File: config.mk
export PLATFORM = sky130hd
export DESIGN_NAME = stack_ctrl_flat
export DESIGN_NICKNAME = d
export VERILOG_FILES = /design/src/rtl/stack_pkg.sv /design/src/rtl/stack_ctrl_if.sv /design/src/rtl/stack_ctrl.sv /design/src/flat_wrapper.sv
export SDC_FILE = /design/constraint.sdc
export NUM_CORES = 1
export LEC_CHECK = 0
export ABC_AREA = 1
export BUFFER_PORTS_ARGS = -buffer_cell sky130_fd_sc_hd__buf_2
export CORE_ASPECT_RATIO = 1.75
export CORE_MARGIN = 3
export CORE_UTILIZATION = 45
export CTS_BUF_LIST = sky130_fd_sc_hd__clkbuf_8
export DETAILED_ROUTE_END_ITERATION = 6
export GPL_ROUTABILITY_DRIVEN = 0
export PLACE_DENSITY = 0.84
export RECOVER_POWER = 100
export SKIP_CTS_REPAIR_TIMING = 1
export SYNTH_ARGS = -nofsm -noshare
export SYNTH_HDL_FRONTEND = slang
export SYNTH_SLANG_ARGS = --single-unit
File: constraint.sdc
create_clock -name clk -period 2.1 [get_ports clk]
set_input_delay 0.315 -clock clk [delete_from_list [all_inputs] [get_ports clk]]
set_output_delay 0.315 -clock clk [all_outputs]
set_load 0.005 [all_outputs]
File: src/rtl/stack_pkg.sv
// ----------------------------------------------------------------------------
// stack_pkg
// Shared types and constants for the stack controller.
//   op_e        : request encoding (PUSH, POP, CALL, RET)
//   state_e     : controller FSM states
//   SP_RESET    : stack pointer value after reset (empty, full-descending)
//   STACK_LIMIT : lowest SP at which a write is still refused when the
//                 STACK_GUARD_EN overflow/underflow guard is compiled in
// ----------------------------------------------------------------------------
package stack_pkg;

    typedef enum logic [1:0] {
        OP_PUSH = 2'b00,
        OP_POP  = 2'b01,
        OP_CALL = 2'b10,
        OP_RET  = 2'b11
    } op_e;

    typedef enum logic [2:0] {
        S_IDLE,
        S_WRITE,
        S_INC,
        S_READ,
        S_DONE
    } state_e;

    localparam logic [7:0] SP_RESET    = 8'hFF;
    localparam logic [7:0] STACK_LIMIT = 8'h80;

    // PUSH and CALL both store a byte; POP and RET both load one.
    function automatic logic is_write_op(input op_e op);
        return (op == OP_PUSH) || (op == OP_CALL);
    endfunction

endpackage

File: src/rtl/stack_ctrl_if.sv
// ----------------------------------------------------------------------------
// stack_ctrl_if
// Request, data-memory and PC-redirect signals of the stack controller.
//   master : requester / data memory side (drives op_valid, op, data_in,
//            target and the memory read data x)
//   slave  : stack_ctrl side (drives sp, w_sp, wd, data_out, pc_next,
//            pc_load, busy, done, fault)
// ----------------------------------------------------------------------------
interface stack_ctrl_if;
    import stack_pkg::*;

    logic       op_valid;
    op_e        op;
    logic [7:0] data_in;
    logic [7:0] target;
    logic [7:0] x;
    logic [7:0] sp;
    logic       w_sp;
    logic [7:0] wd;
    logic [7:0] data_out;
    logic [7:0] pc_next;
    logic       pc_load;
    logic       busy;
    logic       done;
    logic       fault;

    modport master (
        output op_valid, op, data_in, target, x,
        input  sp, w_sp, wd, data_out, pc_next, pc_load, busy, done, fault
    );

    modport slave (
        input  op_valid, op, data_in, target, x,
        output sp, w_sp, wd, data_out, pc_next, pc_load, busy, done, fault
    );

endinterface

File: src/rtl/stack_ctrl.sv
// ----------------------------------------------------------------------------
// stack_ctrl
// Full-descending, post-decrement hardware stack controller with CALL/RET
// support. PUSH/CALL: write mem[SP], then SP-1. POP/RET: SP+1, then read.
// Ports:
//   clk  : rising-edge clock
//   rst  : asynchronous active-high reset
//   bus  : stack_ctrl_if.slave (request, data-memory and PC redirect signals)
// Build option:
//   STACK_GUARD_EN : refuse PUSH/CALL at SP==STACK_LIMIT and POP/RET at
//                    SP==SP_RESET, signalling fault instead. Without it SP
//                    wraps modulo 256 and fault is tied low.
// ----------------------------------------------------------------------------
module stack_ctrl
    import stack_pkg::*;
(
    input  logic         clk,
    input  logic         rst,
    stack_ctrl_if.slave  bus
);

    state_e     state, next_state;
    op_e        op_q;
    logic [7:0] sp_q;
    logic [7:0] wd_q;
    logic [7:0] target_q;
    logic [7:0] data_out_q;
    logic [7:0] pc_next_q;
    logic       fault_q;
    logic       accept;
    logic       guard_trip;

    assign accept = (state == S_IDLE) && bus.op_valid;

`ifdef STACK_GUARD_EN
    assign guard_trip = is_write_op(bus.op) ? (sp_q == STACK_LIMIT)
                                            : (sp_q == SP_RESET);
`else
    assign guard_trip = 1'b0;
`endif

    // NOTE: asynchronous reset in the sensitivity list; all state uses <= so
    // every register samples the pre-edge values of its neighbours.
    always_ff @(posedge clk or posedge rst) begin
        if (rst) state <= S_IDLE;
        else     state <= next_state;
    end

    // NOTE: next_state defaults to the current state before the case, so
    // no path leaves it unassigned and no latch is inferred.
    always_comb begin
        next_state = state;
        case (state)
            S_IDLE: begin
                if (bus.op_valid) begin
                    if (guard_trip)                next_state = S_DONE;
                    else if (is_write_op(bus.op))  next_state = S_WRITE;
                    else                           next_state = S_INC;
                end
            end
            S_WRITE: next_state = S_DONE;
            S_INC:   next_state = S_READ;
            S_READ:  next_state = S_DONE;
            S_DONE:  next_state = S_IDLE;
            default: next_state = S_IDLE;
        endcase
    end

    // SP and result registers only change at the end of a state, so a reset
    // that cuts an operation short leaves no partial update behind.
    always_ff @(posedge clk or posedge rst) begin
        if (rst) begin
            sp_q       <= SP_RESET;
            op_q       <= OP_PUSH;
            wd_q       <= 8'h00;
            target_q   <= 8'h00;
            data_out_q <= 8'h00;
            pc_next_q  <= 8'h00;
            fault_q    <= 1'b0;
        end else begin
            if (accept) begin
                op_q     <= bus.op;
                wd_q     <= bus.data_in;
                target_q <= bus.target;
                fault_q  <= guard_trip;
            end
            case (state)
                S_WRITE: begin
                    sp_q <= sp_q - 8'd1;
                    if (op_q == OP_CALL) pc_next_q <= target_q;
                end
                S_INC: sp_q <= sp_q + 8'd1;
                S_READ: begin
                    // RET redirects the PC and leaves the POP result alone.
                    if (op_q == OP_POP) data_out_q <= bus.x;
                    else                pc_next_q  <= bus.x;
                end
                default: ;
            endcase
        end
    end

    // Outputs are decoded from registered state, so reset clears them at once.
    assign bus.sp       = sp_q;
    assign bus.wd       = wd_q;
    assign bus.w_sp     = (state == S_WRITE);
    assign bus.busy     = (state != S_IDLE);
    assign bus.done     = (state == S_DONE);
    assign bus.data_out = data_out_q;
    assign bus.pc_next  = pc_next_q;
    assign bus.pc_load  = (state == S_DONE) && !fault_q &&
                          ((op_q == OP_CALL) || (op_q == OP_RET));
`ifdef STACK_GUARD_EN
    assign bus.fault    = (state == S_DONE) && fault_q;
`else
    assign bus.fault    = 1'b0;
`endif

endmodule

File: src/flat_wrapper.sv
// flat-port wrapper written by rule: the top's interface ports become plain ports
module stack_ctrl_flat import stack_pkg::*;
  (clk, rst, bus_op_valid, bus_op, bus_data_in, bus_target, bus_x, bus_sp, bus_w_sp, bus_wd, bus_data_out, bus_pc_next, bus_pc_load, bus_busy, bus_done, bus_fault);
  stack_ctrl_if bus_i ();
  input  logic clk;
  input  logic rst;
  input wire logic [$bits(bus_i.op_valid)-1:0] bus_op_valid;
  input wire logic [$bits(bus_i.op)-1:0] bus_op;
  input wire logic [$bits(bus_i.data_in)-1:0] bus_data_in;
  input wire logic [$bits(bus_i.target)-1:0] bus_target;
  input wire logic [$bits(bus_i.x)-1:0] bus_x;
  output wire logic [$bits(bus_i.sp)-1:0] bus_sp;
  output wire logic [$bits(bus_i.w_sp)-1:0] bus_w_sp;
  output wire logic [$bits(bus_i.wd)-1:0] bus_wd;
  output wire logic [$bits(bus_i.data_out)-1:0] bus_data_out;
  output wire logic [$bits(bus_i.pc_next)-1:0] bus_pc_next;
  output wire logic [$bits(bus_i.pc_load)-1:0] bus_pc_load;
  output wire logic [$bits(bus_i.busy)-1:0] bus_busy;
  output wire logic [$bits(bus_i.done)-1:0] bus_done;
  output wire logic [$bits(bus_i.fault)-1:0] bus_fault;
  assign bus_i.op_valid = bus_op_valid;
  assign bus_i.op = bus_op;
  assign bus_i.data_in = bus_data_in;
  assign bus_i.target = bus_target;
  assign bus_i.x = bus_x;
  assign bus_sp = bus_i.sp;
  assign bus_w_sp = bus_i.w_sp;
  assign bus_wd = bus_i.wd;
  assign bus_data_out = bus_i.data_out;
  assign bus_pc_next = bus_i.pc_next;
  assign bus_pc_load = bus_i.pc_load;
  assign bus_busy = bus_i.busy;
  assign bus_done = bus_i.done;
  assign bus_fault = bus_i.fault;
  stack_ctrl u_core (.clk(clk), .rst(rst), .bus(bus_i));
endmodule
# --- Yosys cells after proc, flatten, opt, wreduce, memory -nomap -nowiden ---
# Index checks and enable logic that the tools add are counted.
word_totals:
  out_inout_bits: 37
  elab_cells: 39
  register_bits: 45
op_classes:
  muxes: 7
  add_sub_neg: 2
  n_reduce_logical: 12
  eq_ne: 11
ops:
  columns: ["cell", "count"]
  rows:
  - ["case mux 8 bit (2 select lines)", 2]
  - ["2-to-1 mux 8 bit", 2]
  - ["case mux 3 bit (3 select lines)", 1]
  - ["adder 8 x 1 -> 8 bit, second input constant", 1]
  - ["subtractor 8 x 1 -> 8 bit, second input constant", 1]
  - ["== test 2 bit, second input constant", 3]
  - ["== test 3 x 2 -> 1 bit, second input constant", 2]
  - ["inequality test 2 bit, second input constant", 2]
  - ["nonzero test 2 bit", 2]
  - ["== test 3 x 1 -> 1 bit, second input constant", 1]
  - ["== test 3 bit, second input constant", 1]
  - ["logical NOT 3 bit", 1]
  - ["2-to-1 mux 3 bit", 1]
  - ["AND reduction 3 bit", 1]
  - ["nonzero test 3 bit", 1]
  - ["== test 2 x 1 -> 1 bit, second input constant", 1]
  - ["logical AND 1 bit", 2]
  - ["logical NOT 2 bit", 1]
  - ["logical OR 1 bit", 2]
  - ["2-to-1 mux 2 bit", 1]
  - ["inequality test 2 x 1 -> 1 bit, second input constant", 1]
  - ["AND reduction 2 bit", 1]
  - ["OR reduction 2 bit", 1]

# --- Longest topological paths before layout ---
# Gate-level depths: netlist of run 1.
logic_depth:
  ltp_word: 5
  depth_mapped: 11
  depth_no_buf: 11

# --- Worst setup path after synthesis of run 1 ---
# No wires, ideal clock.
synth_timing:
  kind: "reg2reg"
  startpoint: "register u_core.state[2]"
  endpoint: "register u_core.sp_q[4], in the netlist u_core.bus.sp[4]"
  t_required_ns: 2.021
  setup_slack_ns: 0.088
  setup_time_ns: 0.079
  path_stages_with_launch: 8
  period_less_slack_ns: 2.012
  arrival_time_ns: 1.934
  cell_sequence: "dfrtp_1 > nor2_1 > nand2_1 > ha_1 > or2_2 > and2_1 > xnor2_1 > o21ai_0"
synth_via:
  elab_chain_len: 2
  word_cells_on_any_way: 4
synth_rtl:
  columns: ["item", "line_no", "rtl"]
  rows:
  - ["start: declaration", "stack_ctrl.sv:22", "state_e state, next_state;"]
  - ["start signal: assignment", "stack_ctrl.sv:46", "else state <= next_state;"]
  - ["== test 3 x 2 -> 1 bit / == test 3 x 1 -> 1 bit (equally long branches)", "stack_ctrl.sv:87", "case (state)"]
  - ["case mux 8 bit (2 select lines) / nonzero test 2 bit (equally long branches)", null, null]
  - ["end signal: assignment", "stack_ctrl.sv:89", "sp_q <= sp_q - 8'd1;"]
  - ["end signal: assignment", "stack_ctrl.sv:92", "S_INC: sp_q <= sp_q + 8'd1;"]
  - ["end: declaration", "stack_ctrl.sv:24", "logic [7:0] sp_q;"]
# Several ways; a longest one is shown, not always the timed one.
# A chain may end at the register's enable or synchronous reset.

# --- Final worst setup path of run 1 ---
layout_timing:
  startpoint: "register u_core.state[0]"
  endpoint: "register u_core.sp_q[7], in the netlist u_core.bus.sp[7]"
# The elaborated chain is that of the path after synthesis.

==> flow_summary_export.csv, run 1 <==
group,metric,value,unit
power_and_ir_drop,power_frac_seq,36.0,%
sta,rsz0062_at_grt,"no",
critical_path,crit_arrival,2.12,ns
critical_path,path_class,"reg -> reg",
sta,period_needed,1.89,ns
cells_and_area,regArea,1140,um2
critical_path,crit_fanout,6,
power_and_ir_drop,leakagePower,1.47,nW
clock_network,cts_buffers,5,
placement,place_ws,0.168,ns
sta,final.setup.tns,0,ns
cells_and_area,drive_gt1_share,21.9,%
clock_network,root_buffer,"clkbuf_8",
critical_path,cp.required,2.33,ns
floorplanning,core_area,4790,um2
clock_network,clock_latency,0.29,ns
synthesis,synth_cell_types,32,
sta,setup_ws,0.205,ns
placement,hpwl,3810,um
floorplanning,io-pin-count,66,
grt,grt_antenna_before_repair,0,
clock_network,clkSinkCount,45,
grt,grt_pass1_wl,8600,um
synthesis,avgSynthCellArea,8.41,um2
synthesis,async_flop_share,100,%
synthesis,syn_nets,305,
cells_and_area,n_fill_cell,456,
sta,fin_crit_sh,90.2,%
sta,final_hold_viol_count,0,
placement,placed_cell_area,2630,um2
critical_path,end_kind,"register",
routing,ant_nets,0,
grt,grt_pass1_vias,1965,
run_status,outcome,"complete, no violations",
synthesis,synth-seq-cells,45,
synthesis,syn_area,2260,um2
routing,vias,1932,
floorplanning,die_area,5950,um2
sta,setup_viol,0,
sta,tightest_slew,0.995,ns
grt,track_usage,18.6,%
synthesis,synth_top_area_cell,"dfrtp_1",
grt,grt_max_degree,27,
routing,drc,0,
power_and_ir_drop,p_per_area,1640,nW/um2
routing,vias_per_cell,4.95,
clock_network,cts_buffer_depth,2,
synthesis,yosys.area.top_type_share,40.9,%
synthesis,postSynthCellCount,269,
critical_path,start_kind,"register",
clock_network,cts_tree,"built",
synthesis,synth_warnings,0,
floorplanning,die_h,99.8,um
routing,wl_per_cell,13.0,um
placement,numPortBuffers,64,
synthesis,synth_ff_type,"dfrtp_1",
cells_and_area,area_delta_synth_final,18.3,%
sta,max_freq,528,MHz
synthesis,seq_area_frac_synth,50.2,%
floorplanning,rows,33,
power_and_ir_drop,switching_share,43.0,%
routing,first_pass_iters,5,
placement,post-place-cells,382,
clock_network,htree_levels,2,
cells_and_area,instances_no_fill,390,
floorplanning,initial_core_util,47.3,%
sta,clock_skew,0.00836,ns
power_and_ir_drop,internal_power,2.51,mW
power_and_ir_drop,ir_worst_vdd,0.890,mV
power_and_ir_drop,clkPwrFrac,12.5,%
cells_and_area,nNetsFinal,373,
hold_path,hold_path_class,"in -> reg",
sta,relSlewSlack,33.6,%
cells_and_area,n_antenna_cell,0,
sta,final_max_slew_viol_count,0,
floorplanning,die_x,59.6,um
cells_and_area,fin_area,2680,um2
grt,overflow,0,
synthesis,yosys-top-cells-area,"dfrtp_1 41%, nand2_1 15%, dfstp_2 9.3%",
run,max_cap_viol_count,0,
clock_network,clk_pin_slew_worst_paths,0.08,ns
cells_and_area,multi_input_area,917,um2
routing,first_iter_violations,45,
synthesis,synth_edf_count,0,
power_and_ir_drop,p_sw,1.89,mW
power_and_ir_drop,p_total,4.40,mW
power_and_ir_drop,p_comb_share,51.5,%
routing,wirelength,5080,um
## flip-flops by register name, indices dropped and copies added (netlist names)
name / flops
u_core.bus.pc_next: 8
u_core.bus.data_out: 8
u_core.bus.wd: 8
u_core.target_q: 8
u_core.state: 3
u_core.op_q: 2
u_core.bus.sp: 8
## power groups by stage
stage	combinational [mW]	clock [mW]	sequential, mW
2_1_floorplan	1.62	0	1.63
3_3_place_gp	2.26	0	1.61
3_5_place_dp	2.35	0	1.62
4_1_cts	2.36	0.563	1.60
5_1_grt	2.63	0.600	1.64
6_report	2.27	0.549	1.58
## cells in the mapped netlist (2+ instances only)
cell and number:
nand2_1 93, o21ai_0 19, buf_6 4, nand2_2 2, nor2_4 2, nand3_1 22, buf_4 2, xor2_1 2
clkbuf_1 3, a21oi_1 3, dfstp_2 8, inv_2 3, nand3b_1 4, o31ai_1 2, nor2_1 5, inv_1 29
ha_1 6, or2_2 3, o21ai_1 8, dfrtp_1 37
## logic make-up after synthesis
family / share of synthesized area (%)
and+or+nand+nor: 27.9
other: 0.166
AOI/OAI and AO/OA: 7.68
DFF: 50.2
xor gates and xnor gates: 1.16
adders and majority gates: 4.20
buffers and inverters: 8.68
## per-layer routing
layer  track usage [%]  wire length (um)
met1              21.4              2020
met4              8.53                95
met5                 0                 0
met3              2.70               202
met2              32.9              2770
## final cells by class
| type | instances | share of cell area (%) |
|---|---|---|
| sequential | 45 | 42.4 |
| multi-input combinational | 182 | 34.3 |
| clock buffer | 6 | 3.08 |
| clock inverter | 2 | 0.421 |
| timing repair buffer | 71 | 12.9 |
| tap | 52 | 2.43 |
| inverter | 32 | 4.49 |
## per-stage QoR
| step | hold WS (ns) | util, % |
|---|---|---|
| floorplan | 0.412 | - |
| global placement | 0.401 | 54.8 |
| detailed placement | 0.398 | 54.8 |
| CTS | 0.0729 | 56.8 |
| global route | 0.236 | 55.9 |
| finish | 0.222 | 55.9 |
## critical path, cell delays in order, from the launching register on
cell,delay (ns)
dfrtp_1,0.43
nor2_2,0.14
nand2_2,0.12
buf_4,0.18
ha_1,0.33
nand2_1,0.12
inv_1,0.06
a21oi_1,0.18
nand2_1,0.07
nand2_1,0.06
nand2_1,0.05
nand2_1,0.05
nand2_1,0.05
## placed cells by master, fill, tap and decap left out, types with 2 or more instances in the layout
cell,synthesis,final
nand2_1,93,94
buf_2,1,54
dfrtp_1,37,37
inv_1,29,32
o21ai_0,19,26
nand3_1,22,23
clkbuf_1,3,14
dfstp_1,0,8
ha_1,6,6
clkbuf_8,0,6
nor2_1,5,4
nand3b_1,4,4
a21oi_1,3,3
or2_2,3,3
buf_4,2,3
nor2_4,2,2
nor3_1,1,2
o21ai_1,8,2
xor2_1,2,2
o31ai_1,2,2
## final timing paths
| kind | startpoint | endpoint | slack (ns) | depth (start not counted) |
|---|---|---|---|---|
| max in group asynchronous | rst | u_core.bus.sp[7] | 0.84 | 3 |
| setup / recovery | u_core.state[0] | u_core.bus.sp[7] | 0.21 | 12 |
| hold reg to reg | u_core.bus.wd[3] | u_core.bus.wd[3] | 0.47 | 2 |
| hold / removal | bus_op[0] | u_core.state[0] | 0.22 | 2 |
| min in group asynchronous | rst | u_core.bus.wd[6] | 0.24 | 2 |
| setup reg to reg | u_core.state[0] | u_core.bus.sp[7] | 0.21 | 12 |
Power figures use the tool's default switching activity.
==> run 2: changes to the inputs <==
==> constraint.sdc (replaced) <==
create_clock -name clk -period 2.1 [get_ports clk]
set_input_delay 0.105 -clock clk [delete_from_list [all_inputs] [get_ports clk]]
set_output_delay 0.105 -clock clk [all_outputs]
set_load 0.005 [all_outputs]
==> flow_summary_export.csv, run 2 (synthesized netlist as in run 1, its figures left out) <==
group,metric,value,unit
cells_and_area,final_common_cell,"nand2_1",
sta,final.setup.tns,0,ns
clock_network,clkSinkCount,45,
run,max_cap_viol_count,0,
cells_and_area,nNetsFinal,374,
routing,first_pass_iters,4,
placement,place_ws,0.138,ns
routing,ant_nets,0,
critical_path,start_kind,"register",
floorplanning,io-pin-count,66,
floorplanning,initial_core_util,47.3,%
sta,rsz0062_at_grt,"no",
placement,hpwl,3820,um
floorplanning,core_area,4790,um2
critical_path,critical_path.slowest_cell,"dfrtp_1",
power_and_ir_drop,leakagePower,1.50,nW
clock_network,root_buffer,"clkbuf_8",
cells_and_area,area_delta_synth_final,19.6,%
cells_and_area,final_cell_mix,"92 x nand2_1, 56 x buf_2, 37 x dfrtp_1",
critical_path,path_class,"reg -> reg",
sta,fin_crit_sh,91.7,%
hold_path,hold_path_class,"in -> reg",
power_and_ir_drop,ir_worst_vdd,0.999,mV
critical_path,cp.required,2.33,ns
floorplanning,die_area,5950,um2
sta,hold_ws,0.0144,ns
clock_network,clk_pin_slew_worst_paths,0.08,ns
cells_and_area,n_fill_cell,461,
sta,final_max_slew_viol_count,0,
floorplanning,die_x,59.6,um
grt,overflow,0,
power_and_ir_drop,p_per_area,1660,nW/um2
sta,setup_viol,0,
clock_network,clock_latency,0.29,ns
clock_network,cts_buffers,5,
placement,numPortBuffers,64,
routing,vias,1934,
routing,wirelength,5110,um
floorplanning,rows,33,
sta,max_freq,519,MHz
routing,vias_per_cell,4.95,
cells_and_area,drive_gt1_share,27.1,%
clock_network,cts_tree,"built",
run_status,outcome,"complete, no violations",
grt,grt_max_degree,21,
critical_path,crit_fanout,6,
cells_and_area,n_antenna_cell,0,
grt,grt_pass1_wl,8540,um
sta,period_needed,1.93,ns
clock_network,htree_levels,2,
sta,clock_skew,0.00496,ns
critical_path,crit_chain,"nor2_2, nand2_2, buf_4, ha_1, nand2_1, inv_1, a21oi_1, nand2_1, nand2_1, nand2_1, nand2_1, nand2_1",
grt,track_usage,18.7,%
grt,grt_pass1_vias,1993,
routing,wl_per_cell,13.1,um
sta,relSlewSlack,36.6,%
sta,setup_ws,0.173,ns
critical_path,end_kind,"register",
floorplanning,die_h,99.8,um
critical_path,crit_top_cell,"nand2_1",
routing,drc,0,
sta,tightest_slew,0.951,ns
clock_network,cts_buffer_depth,2,
grt,grt_antenna_before_repair,0,
sta,final_hold_viol_count,0,
critical_path,crit_arrival,2.16,ns
routing,first_iter_violations,80,
critical_path,worst_path_largest_cell_delay,0.43,ns
cells_and_area,fin_util,56.5,%
run 2: cell types whose count changed in the layout (fill, tap and decap cells not counted), moves of 2 or more:
cell,change
dfstp_1,-8
dfstp_2,+8
o21ai_0,-7
o21ai_1,+6
clkbuf_1,-4
buf_2,+2
buf_4,+2
inv_2,+2
nand2_1,-2
nand2_2,+2
run 2: metrics by stage:
step	area [um2]	power [mW]	instances
global route	2710	4.95	391
detailed placement	2630	3.99	382
finish	2710	4.49	391
global placement	2630	3.86	382
CTS	2710	4.52	390
floorplan	2260	3.25	269
run 2: area by class of cell:
class | count | area [um2] | area share [%]
Clock buffer | 5 | 68.8 | 2.54
Clock inverter | 3 | 15.0 | 0.555
Inverter | 32 | 120 | 4.44
Multi-Input combinational cell | 182 | 936 | 34.6
Sequential cell | 45 | 1140 | 42.0
Tap cell | 52 | 65.1 | 2.40
Timing Repair Buffer | 72 | 365 | 13.5
run 2: per-layer routing:
metal | routed length (um) | global-route usage [%] | part of all wire [%]
met3 | 209 | 3.22 | 4.1
met5 | 0 | 0 | 0
met1 | 2030 | 20.4 | 40
met2 | 2750 | 33.4 | 54
met4 | 116 | 9.56 | 2.3
run 2: critical path: cells and delay by family (launching register included):
family / cells / cell delay [ns]
compound gates: 1 / 0.19
simple gates: 8 / 0.66
buf+inv: 2 / 0.25
fa+ha+maj: 1 / 0.33
flops: 1 / 0.43
run 2: worst paths after layout:
check	slack [ns]	endpoint	cells past startpoint	start
min	0.01	u_core.state[0]	2	bus_op[0]
max reg2reg	0.17	u_core.bus.sp[7]	12	u_core.state[0]
max	0.17	u_core.bus.sp[7]	12	u_core.state[0]
max in group asynchronous	0.49	u_core.bus.data_out[5]	4	rst
min reg2reg	0.47	u_core.bus.wd[0]	2	u_core.bus.wd[0]
min in group asynchronous	0.38	u_core.state[0]	3	rst
run 2: report_power, final:
group,internal (mW),switching [mW],leakage (nW)
registers,1.35,0.277,0.529
logic,0.969,1.39,0.925
clock network,0.226,0.283,0.0467
